$ cat src/rtl/mdu_ctrl.sv
// Iterative MIPS multiply/divide unit with pipeline stall and HI/LO write sequencing.
// Optional MDU_FAST_MULT_EN: single-cycle combinational multiply; divide remains iterative.
module mdu_ctrl #(
    parameter int WIDTH = 32
) (
    input  logic             clk,
    input  logic             rst,
    input  logic             start,
    input  logic [1:0]       op,
    input  logic [WIDTH-1:0] src_a,
    input  logic [WIDTH-1:0] src_b,
    input  logic             flush,
    output logic             stall,
    output logic             busy,
    output logic             hilo_we,
    output logic [WIDTH-1:0] hi_out,
    output logic [WIDTH-1:0] lo_out,
    output logic             div_by_zero
);

    localparam int CNT_W = $clog2(WIDTH);

    localparam logic [1:0] S_IDLE = 2'd0;
    localparam logic [1:0] S_MUL  = 2'd1;
    localparam logic [1:0] S_DIV  = 2'd2;
    localparam logic [1:0] S_DONE = 2'd3;

    logic [1:0]         state;
    logic [CNT_W-1:0]   cnt;
    logic [2*WIDTH-1:0] acc;      // MUL: {partial hi, multiplier}; DIV: {remainder, dividend/quotient}
    logic [WIDTH-1:0]   opnd;     // multiplicand magnitude (MUL) or divisor magnitude (DIV)
    logic               neg_res;
    logic               neg_rem;
    logic               dbz_q;

    // Issue-time operand conditioning
    logic               a_neg, b_neg, div_zero_in;
    logic [WIDTH-1:0]   a_abs_in, b_abs_in;

    assign a_neg       = ~op[0] & src_a[WIDTH-1];
    assign b_neg       = ~op[0] & src_b[WIDTH-1];
    assign a_abs_in    = a_neg ? -src_a : src_a;
    assign b_abs_in    = b_neg ? -src_b : src_b;
    assign div_zero_in = op[1] & (src_b == '0);

    // One shift-add multiply step
    logic [WIDTH:0]     mul_sum;
    logic [2*WIDTH-1:0] mul_next, mul_fix;

    assign mul_sum  = {1'b0, acc[2*WIDTH-1:WIDTH]} + (acc[0] ? {1'b0, opnd} : {(WIDTH+1){1'b0}});
    assign mul_next = {mul_sum, acc[WIDTH-1:1]};
    assign mul_fix  = neg_res ? -mul_next : mul_next;

    // One restoring-divide step
    logic [WIDTH:0]     div_shift, div_diff;
    logic               div_ge;
    logic [WIDTH-1:0]   div_rem, q_fix, r_fix;
    logic [2*WIDTH-1:0] div_next;

    assign div_shift = {acc[2*WIDTH-1:WIDTH], acc[WIDTH-1]};
    assign div_diff  = div_shift - {1'b0, opnd};
    assign div_ge    = (div_shift >= {1'b0, opnd});
    assign div_rem   = div_ge ? div_diff[WIDTH-1:0] : div_shift[WIDTH-1:0];
    assign div_next  = {div_rem, acc[WIDTH-2:0], div_ge};
    assign q_fix     = neg_res ? -div_next[WIDTH-1:0] : div_next[WIDTH-1:0];
    assign r_fix     = neg_rem ? -div_next[2*WIDTH-1:WIDTH] : div_next[2*WIDTH-1:WIDTH];

`ifdef MDU_FAST_MULT_EN
    logic [2*WIDTH-1:0] fast_prod, fast_fix;
    assign fast_prod = {{WIDTH{1'b0}}, a_abs_in} * {{WIDTH{1'b0}}, b_abs_in};
    assign fast_fix  = (a_neg ^ b_neg) ? -fast_prod : fast_prod;
`endif

    // Pipeline-facing outputs; flush suppresses the write strobe in the same cycle
    assign stall       = ((state == S_IDLE) & start & ~flush) | (state == S_MUL) | (state == S_DIV);
    assign busy        = (state != S_IDLE);
    assign hilo_we     = (state == S_DONE) & ~flush;
    assign div_by_zero = dbz_q & hilo_we;

    // NOTE: sequential state uses non-blocking assignments so every register samples
    // pre-edge values; blocking here would create order-dependent simulation races.
    always_ff @(posedge clk or negedge rst) begin
        if (!rst) begin
            state   <= S_IDLE;
            cnt     <= '0;
            acc     <= '0;
            opnd    <= '0;
            neg_res <= 1'b0;
            neg_rem <= 1'b0;
            dbz_q   <= 1'b0;
            hi_out  <= '0;
            lo_out  <= '0;
        end else if (flush) begin
            state <= S_IDLE;
        end else begin
            case (state)
                S_IDLE: begin
                    if (start) begin
                        cnt     <= '0;
                        neg_res <= a_neg ^ b_neg;
                        neg_rem <= a_neg;
                        dbz_q   <= div_zero_in;
                        if (div_zero_in) begin
                            hi_out <= src_a;
                            lo_out <= '1;
                            state  <= S_DONE;
                        end else if (op[1]) begin
                            acc   <= {{WIDTH{1'b0}}, a_abs_in};
                            opnd  <= b_abs_in;
                            state <= S_DIV;
                        end else begin
`ifdef MDU_FAST_MULT_EN
                            {hi_out, lo_out} <= fast_fix;
                            state            <= S_DONE;
`else
                            acc   <= {{WIDTH{1'b0}}, b_abs_in};
                            opnd  <= a_abs_in;
                            state <= S_MUL;
`endif
                        end
                    end
                end
                S_MUL: begin
                    acc <= mul_next;
                    cnt <= cnt + CNT_W'(1);
                    if (cnt == CNT_W'(WIDTH-1)) begin
                        {hi_out, lo_out} <= mul_fix;
                        state            <= S_DONE;
                    end
                end
                S_DIV: begin
                    acc <= div_next;
                    cnt <= cnt + CNT_W'(1);
                    if (cnt == CNT_W'(WIDTH-1)) begin
                        hi_out <= r_fix;
                        lo_out <= q_fix;
                        state  <= S_DONE;
                    end
                end
                default: begin
                    state <= S_IDLE;
                end
            endcase
        end
    end

endmodule

$ cat config.mk
export PLATFORM = sky130hd
export DESIGN_NAME = mdu_ctrl
export DESIGN_NICKNAME = d
export VERILOG_FILES = /design/src/rtl/mdu_ctrl.sv
export SDC_FILE = /design/constraint.sdc
export NUM_CORES = 1
export LEC_CHECK = 0
export BUFFER_PORTS_ARGS = -buffer_cell sky130_fd_sc_hd__buf_4
export CAP_MARGIN = 40
export CORE_MARGIN = 2
export CORE_UTILIZATION = 60
export CTS_CLUSTER_SIZE = 8
export DETAILED_ROUTE_END_ITERATION = 12
export GPL_TIMING_DRIVEN = 1
export PLACE_DENSITY_LB_ADDON = 0.25
export RECOVER_POWER = 100
export REMOVE_ABC_BUFFERS = 1
export SLEW_MARGIN = 20
export SYNTH_ARGS = -nofsm -noshare
export SYNTH_HDL_FRONTEND = slang
export SYNTH_SLANG_ARGS = --single-unit
$ cat constraint.sdc
create_clock -name clk -period 7.4 [get_ports clk]
set_input_delay 0.37 -clock clk [delete_from_list [all_inputs] [get_ports clk]]
set_output_delay 0.37 -clock clk [all_outputs]
set_load 0.01 [all_outputs]
After elaboration in Yosys (flattened, before gate mapping)
Cells that the tools add are included.
{"block": "classes", "n_addsub": 8, "n_lt_le_gt_ge": 1, "n_eq_ne": 11, "n_mux": 30, "n_bitwise": 13, "reduce_logical": 12}
{"op": "two-way mux 32 bit", "n": 16}
{"op": "two-way mux 64 bit", "n": 3}
{"op": "case mux 32 bit (3 select lines)", "n": 2}
{"op": "case mux 64 bit (3 select lines)", "n": 1}
{"op": "negation 32 bit", "n": 4}
{"op": "negation 64 bit", "n": 1}
{"op": "adder 32 x 32 -> 33 bit", "n": 1}
{"op": ">= comparator 33 x 32 -> 1 bit", "n": 1}
{"op": "logical NOT 32 bit", "n": 1}
{"op": "subtractor 32 bit", "n": 1}
{"op": "two-way mux 2 bit", "n": 5}
{"op": "case mux 5 bit (2 select lines)", "n": 1}
{"op": "AND reduction 4 bit", "n": 2}
{"op": "AND 1 bit", "n": 7}
{"op": "inequality test 2 bit, second input constant", "n": 3}
{"op": "AND reduction 3 bit", "n": 2}
{"op": "AND reduction 6 bit", "n": 1}
{"op": "adder 5 x 1 -> 5 bit, second input constant", "n": 1}
{"op": "equality test 5 bit, second input constant", "n": 1}
{"op": "two-way mux 5 bit", "n": 1}
{"op": "equality test 2 bit, second input constant", "n": 2}
{"op": "inequality test 2 x 1 -> 1 bit, second input constant", "n": 2}
{"op": "case mux 2 bit (2 select lines)", "n": 1}
{"op": "nonzero test 2 bit", "n": 2}
{"op": "other kinds (10)", "n": 13}
{"block": "totals", "regBits": 170, "out_inout_bits": 68, "elab_cells": 84}

Longest topological paths before layout
{"block": "depth", "word_depth": 7, "ltp_mapped": 27}

Worst setup path before layout
Ideal clock, no wire load.
{"block": "synth_path", "path_kind": "register to register", "start": "register acc[36]", "end": "register hi_out[26]", "arrival_ps": 5938, "setup_slack_ps": 1380, "stages_incl_launch_ff": 26, "synth_period_minus_slack_ps": 6020, "path_cell_list": "dfrtp_1 > ha_1 > clkbuf_1 > and4_1 > nand3_1 > a21oi_1 > o31ai_1 > or4_1 > clkbuf_1 > nand2_1 > clkbuf_1 > clkbuf_1 > buf_1 > a21oi_1 > inv_1 > ha_1 > nand2_1 > or4_1 > nand2b_1 > nor4_1 > a31oi_1 > nor4_1 > a21oi_1 > xor2_1 > o221a_2 > o21ai_0"}
{"block": "synth_between", "elab_chain_cells": 6, "elab_cells_between_ends": 11, "classes_between": "add/sub: 4; order compare: 1; mux: 6"}
{"element": "start: declaration", "line": "30", "text": "logic [2*WIDTH-1:0] acc;"}
{"element": "start signal: assignment", "line": "108", "text": "acc <= {{WIDTH{1'b0}}, a_abs_in};"}
{"element": "start signal: assignment", "line": "116", "text": "acc <= {{WIDTH{1'b0}}, b_abs_in};"}
{"element": "start signal: assignment", "line": "124", "text": "acc <= mul_next;"}
{"element": "subtractor 32 bit / >= comparator 33 x 32 -> 1 bit (equally long branches)", "line": "61, 62"}
{"element": "two-way mux 32 bit", "line": "63", "text": "assign div_rem = div_ge ? div_diff[WIDTH-1:0] : div_shift[WIDTH-1:0];"}
{"element": "negation 32 bit", "line": "66", "text": "assign r_fix = neg_rem ? -div_next[2*WIDTH-1:WIDTH] : div_next[2*WIDTH-1:WIDTH];"}
{"element": "two-way mux 32 bit", "line": "66"}
{"element": "two-way mux 32 bit", "line": "134", "text": "if (cnt == CNT_W'(WIDTH-1)) begin"}
{"element": "case mux 32 bit (3 select lines) *", "line": "96", "text": "case (state)"}
{"element": "end signal: assignment", "line": "104", "text": "hi_out <= src_a;"}
{"element": "end signal: assignment", "line": "127", "text": "{hi_out, lo_out} <= mul_fix;"}
{"element": "end signal: assignment", "line": "135", "text": "hi_out <= r_fix;"}
{"element": "end: declaration", "line": "16", "text": "output logic [WIDTH-1:0] hi_out,"}
Every way passes the cells marked *; elsewhere a longest branch is shown, timed or not. The select of a mux whose other input is x is not followed.
A chain may end at the register's enable or synchronous reset.

Final worst setup path
{"block": "layout_path", "start": "input src_b[2]", "end": "register hi_out[31]"}
{"block": "layout_between", "elab_chain_cells": 4}
{"element": "start: declaration", "line": "11", "text": "input logic [WIDTH-1:0] src_b,"}
{"element": "logical NOT 32 bit", "line": "44", "text": "assign div_zero_in = op[1] & (src_b == '0);"}
{"element": "AND 1 bit", "line": "44"}
{"element": "inequality test 2 bit (no line)"}
{"element": "AND reduction 6 bit (no line)"}
Every way passes these cells.

==> flow_metrics.py <==
metrics = {
    "yosys": {
        "synth_xor_area_share_pct": 10.5,
        "synth_top_area_share_pct": 23.9,
        "synth_most_common_cell": "nand2_1",
        "yosys.area_share.simple_pct": 22.1,
        "seq_area_frac_synth_pct": 23.9,
        "synth_compound_area_share_pct": 29.6,
        "ys_top_cells_by_area": "dfrtp_1 24%, xnor2_1 7.8%, nand2_1 6.2%",
        "syn_area_sq_mm": 0.0178,
        "synth_top_family_by_area": "compound AO/OA/AOI/OAI gates",
        "yosysWarnings": 0,
        "syn_inst": 2406,
        "ys_ff_latch": 170,
        "synthAdderAreaFrac_pct": 5.57,
        "synth_commonest_cells": "293 x nand2_1, 270 x nor2_1, 202 x o21ai_0, 186 x a21oi_1, 170 x dfrtp_1",
        "yosys.area.top_type": "dfrtp_1",
        "async_flop_share_pct": 100,
        "ys_types": 95,
        "synthFlopType": "dfrtp_1",
        "syn_avg_cell_area_sq_um": 7.40,
        "synth_mux_area_share_pct": 1.78,
        "synth_edf_count": 0,
    },
    "route": {
        "routed_wl_mm": 61.6,
        "first_iter_violations": 2347,
        "viasPerCell": 6.86,
        "drc_errors": 0,
        "wl_per_cell_um": 22.0,
        "drtPass1Iterations": 6,
        "vias": 19200,
        "ant_nets": 0,
    },
    "grt": {
        "grt_pass1_wl_mm": 96.9,
        "grt-ovfl-total": 0,
        "grt_pass1_vias": 17700,
        "grt_use_total_pct": 39.5,
        "grt_max_degree": 72,
        "antenna_found_initial": 0,
    },
    "clocking": {
        "h-tree-depth": 4,
        "cts_buffers": 17,
        "cts_sinks": 170,
        "postCtsSetupBuffers": 0,
        "cts_tree": "yes",
        "max-clock-path-buffers": 2,
        "clk_pin_slew_worst_paths_ns": 0.07,
        "cts_root_buf": "clkbuf_16",
        "clk_latency_ns": 0.45,
    },
    "timing": {
        "fin_crit_sh_pct": 89.4,
        "setup_viol": 0,
        "worst_pin_slew_ns": 3.28,
        "skew_ns": 0.0148,
        "fin_setup_tns_ns": 0,
        "holdWs_ns": 0.117,
        "max_freq_mhz": 151,
        "layout_min_cycle_time_ns": 6.62,
        "rsz0062_at_grt": "no",
        "slew_violations": 355,
        "finalHoldViolCount": 0,
        "relSlewSlack_pct": -118,
    },
    "run_status": {
        "violations": "max-capacitance violations, max-slew violations",
        "status": "finished with violations",
    },
    "placed_design": {
        "placedInstanceArea_sq_mm": 0.0188,
        "port_buffers": 137,
        "hpwl_mm": 45.9,
        "gp_congestion": 1.03,
    },
    "die": {
        "die_w_um": 176,
        "coreArea_sq_mm": 0.0294,
        "die_area_sq_mm": 0.0310,
        "die_h_um": 176,
        "ioPinCount": 138,
        "fp-row-count": 63,
        "start_util_pct": 60.5,
    },
    "power": {
        "fin_total_pwr_uw": 7490,
        "ir_drop_mv": 0.417,
        "combPwrFrac_pct": 64.0,
        "p_sw_share_pct": 53.0,
        "internal_power_uw": 3520,
        "leakage_uw": 0.00788,
        "power_frac_seq_pct": 23.0,
        "pwr-share-clk_pct": 13.0,
        "p_per_area_mw_per_mm2": 393,
        "power_switching_uw": 3970,
    },
    "critical_path": {
        "cp-start-kind": "input pin",
        "crit_required_ns": 7.73,
        "critPathCaptureType": "flop",
        "worstPathMaxFanout": 71,
        "critical_path_class": "in -> reg",
        "critPathArrivalTime_ns": 6.95,
    },
    "layout": {
        "diodes": 0,
        "nets": 2555,
        "num-fill-cells": 2642,
        "syn2layout_area_growth_pct": 7.23,
        "layout-drive-gt1-share_pct": 7.20,
        "fin_area_sq_mm": 0.0191,
    },
    "hold_path": {
        "hold_class": "in -> reg",
    },
    "flow_run": {
        "maxCapViolCount": 6,
    },
}
[timing repair]
| item | CTS | global route |
|---|---|---|
| endpoints found under the hold margin | 47 | 0 |
| resized for setup | 0 | 0 |
| hold buffers | 1 | 0 |
[cells by family (layout without fill, tap and decap cells)]
kind of cell | count (synthesis) | in the layout
compound gates | 802 | 802
xor+xnor | 213 | 213
fa+ha+maj | 78 | 78
buf+inv | 262 | 272
simple gates | 850 | 850
flops | 170 | 170
mux | 31 | 31
[per-stage QoR]
| step | std cells | utilization, % | setup slack (ns) |
|---|---|---|---|
| 2_1_floorplan | 2217 | - | 1.03 |
| 3_3_place_gp | 2766 | 63.4 | 1.31 |
| 3_5_place_dp | 2773 | 63.8 | 1.25 |
| 4_1_cts | 2802 | 65.9 | 1.23 |
| 5_1_grt | 2806 | 64.9 | 0.296 |
| 6_report | 2806 | 64.9 | 0.781 |
[layout make-up]
class | instances | area (sq um) | area share [%]
Sequential cell | 170 | 4260 | 22.3
Clock inverter | 6 | 114 | 0.597
Clock buffer | 22 | 494 | 2.59
Tap cell | 390 | 488 | 2.56
Multi-Input combinational cell | 1974 | 12400 | 65.0
Inverter | 73 | 274 | 1.44
Timing Repair Buffer | 171 | 1050 | 5.50
[per-layer routing]
layer | vias to the layer above | global-route usage, % | part of all wire [%]
met5 | - | 0 | 0
met4 | 0 | 22.9 | 6.5
met3 | 241 | 7.24 | 10
met2 | 1135 | 59.7 | 43
met1 | 9113 | 52.9 | 40
li1 | 8759 | - | -
[state kept, by name (all words and copies together) (netlist names)]
name     count
acc         64
hi_out      32
lo_out      32
opnd        32
cnt          5
state        2
dbz_q        1
neg_rem      1
neg_res      1
[worst max-delay path, cell delays in order]
cell and delay [ns]:
clkbuf_1 0.12, or3_1 0.43, nor4_1 0.50, nand2_1 0.26
nor3_1 0.43, and2_0 0.33, nand2_1 0.15, or4_1 0.47
or2_2 0.34, a21oi_1 0.20, clkbuf_1 2.33, o21ai_0 0.52
a31oi_1 0.35, a21oi_1 0.10
[layout by cell type (no fill, tap or decap), types with 7 or more instances in the layout]
cell	n
a211oi_1	19
a21o_1	33
a21oi_1	187
a221oi_1	59
a22oi_1	30
a31oi_1	28
a41oi_1	16
and2_1	12
and3_1	24
and4_1	7
buf_4	85
clkbuf_1	76
clkbuf_16	17
dfrtp_1	169
ha_1	74
inv_1	69
mux2i_1	26
nand2_1	292
nand2b_1	11
nand3_1	26
nand3b_1	7
nand4_1	22
nor2_1	270
nor3_1	58
nor3b_1	7
nor4_1	20
o211a_1	9
o211ai_1	17
o21a_1	16
o21ai_0	202
o31ai_1	82
o41ai_1	15
or2_2	13
or3_1	29
or3_2	7
or4_1	16
xnor2_1	158
xor2_1	55
[power groups by stage]
stage	registers, uW	logic [uW]	clock network [uW]
finish	1720	4790	976
global route	1760	5220	1010
CTS	1700	4810	972
detailed placement	1710	4780	0
global placement	1700	4640	0
floorplan	1690	3190	0
[worst paths after layout]
check	start	end	slack, ns	depth (start not counted)
max reg2reg	acc[38]	hi_out[26]	1.04	21
min reg2reg	lo_out[1]	lo_out[1]	0.47	2
min in group asynchronous	rst	opnd[5]	1.41	2
min	flush	state[0]	0.12	2
max	src_b[2]	hi_out[31]	0.78	14
max in group asynchronous	rst	hi_out[20]	1.37	5
No activity file was read; power rests on OpenSTA's default activity.
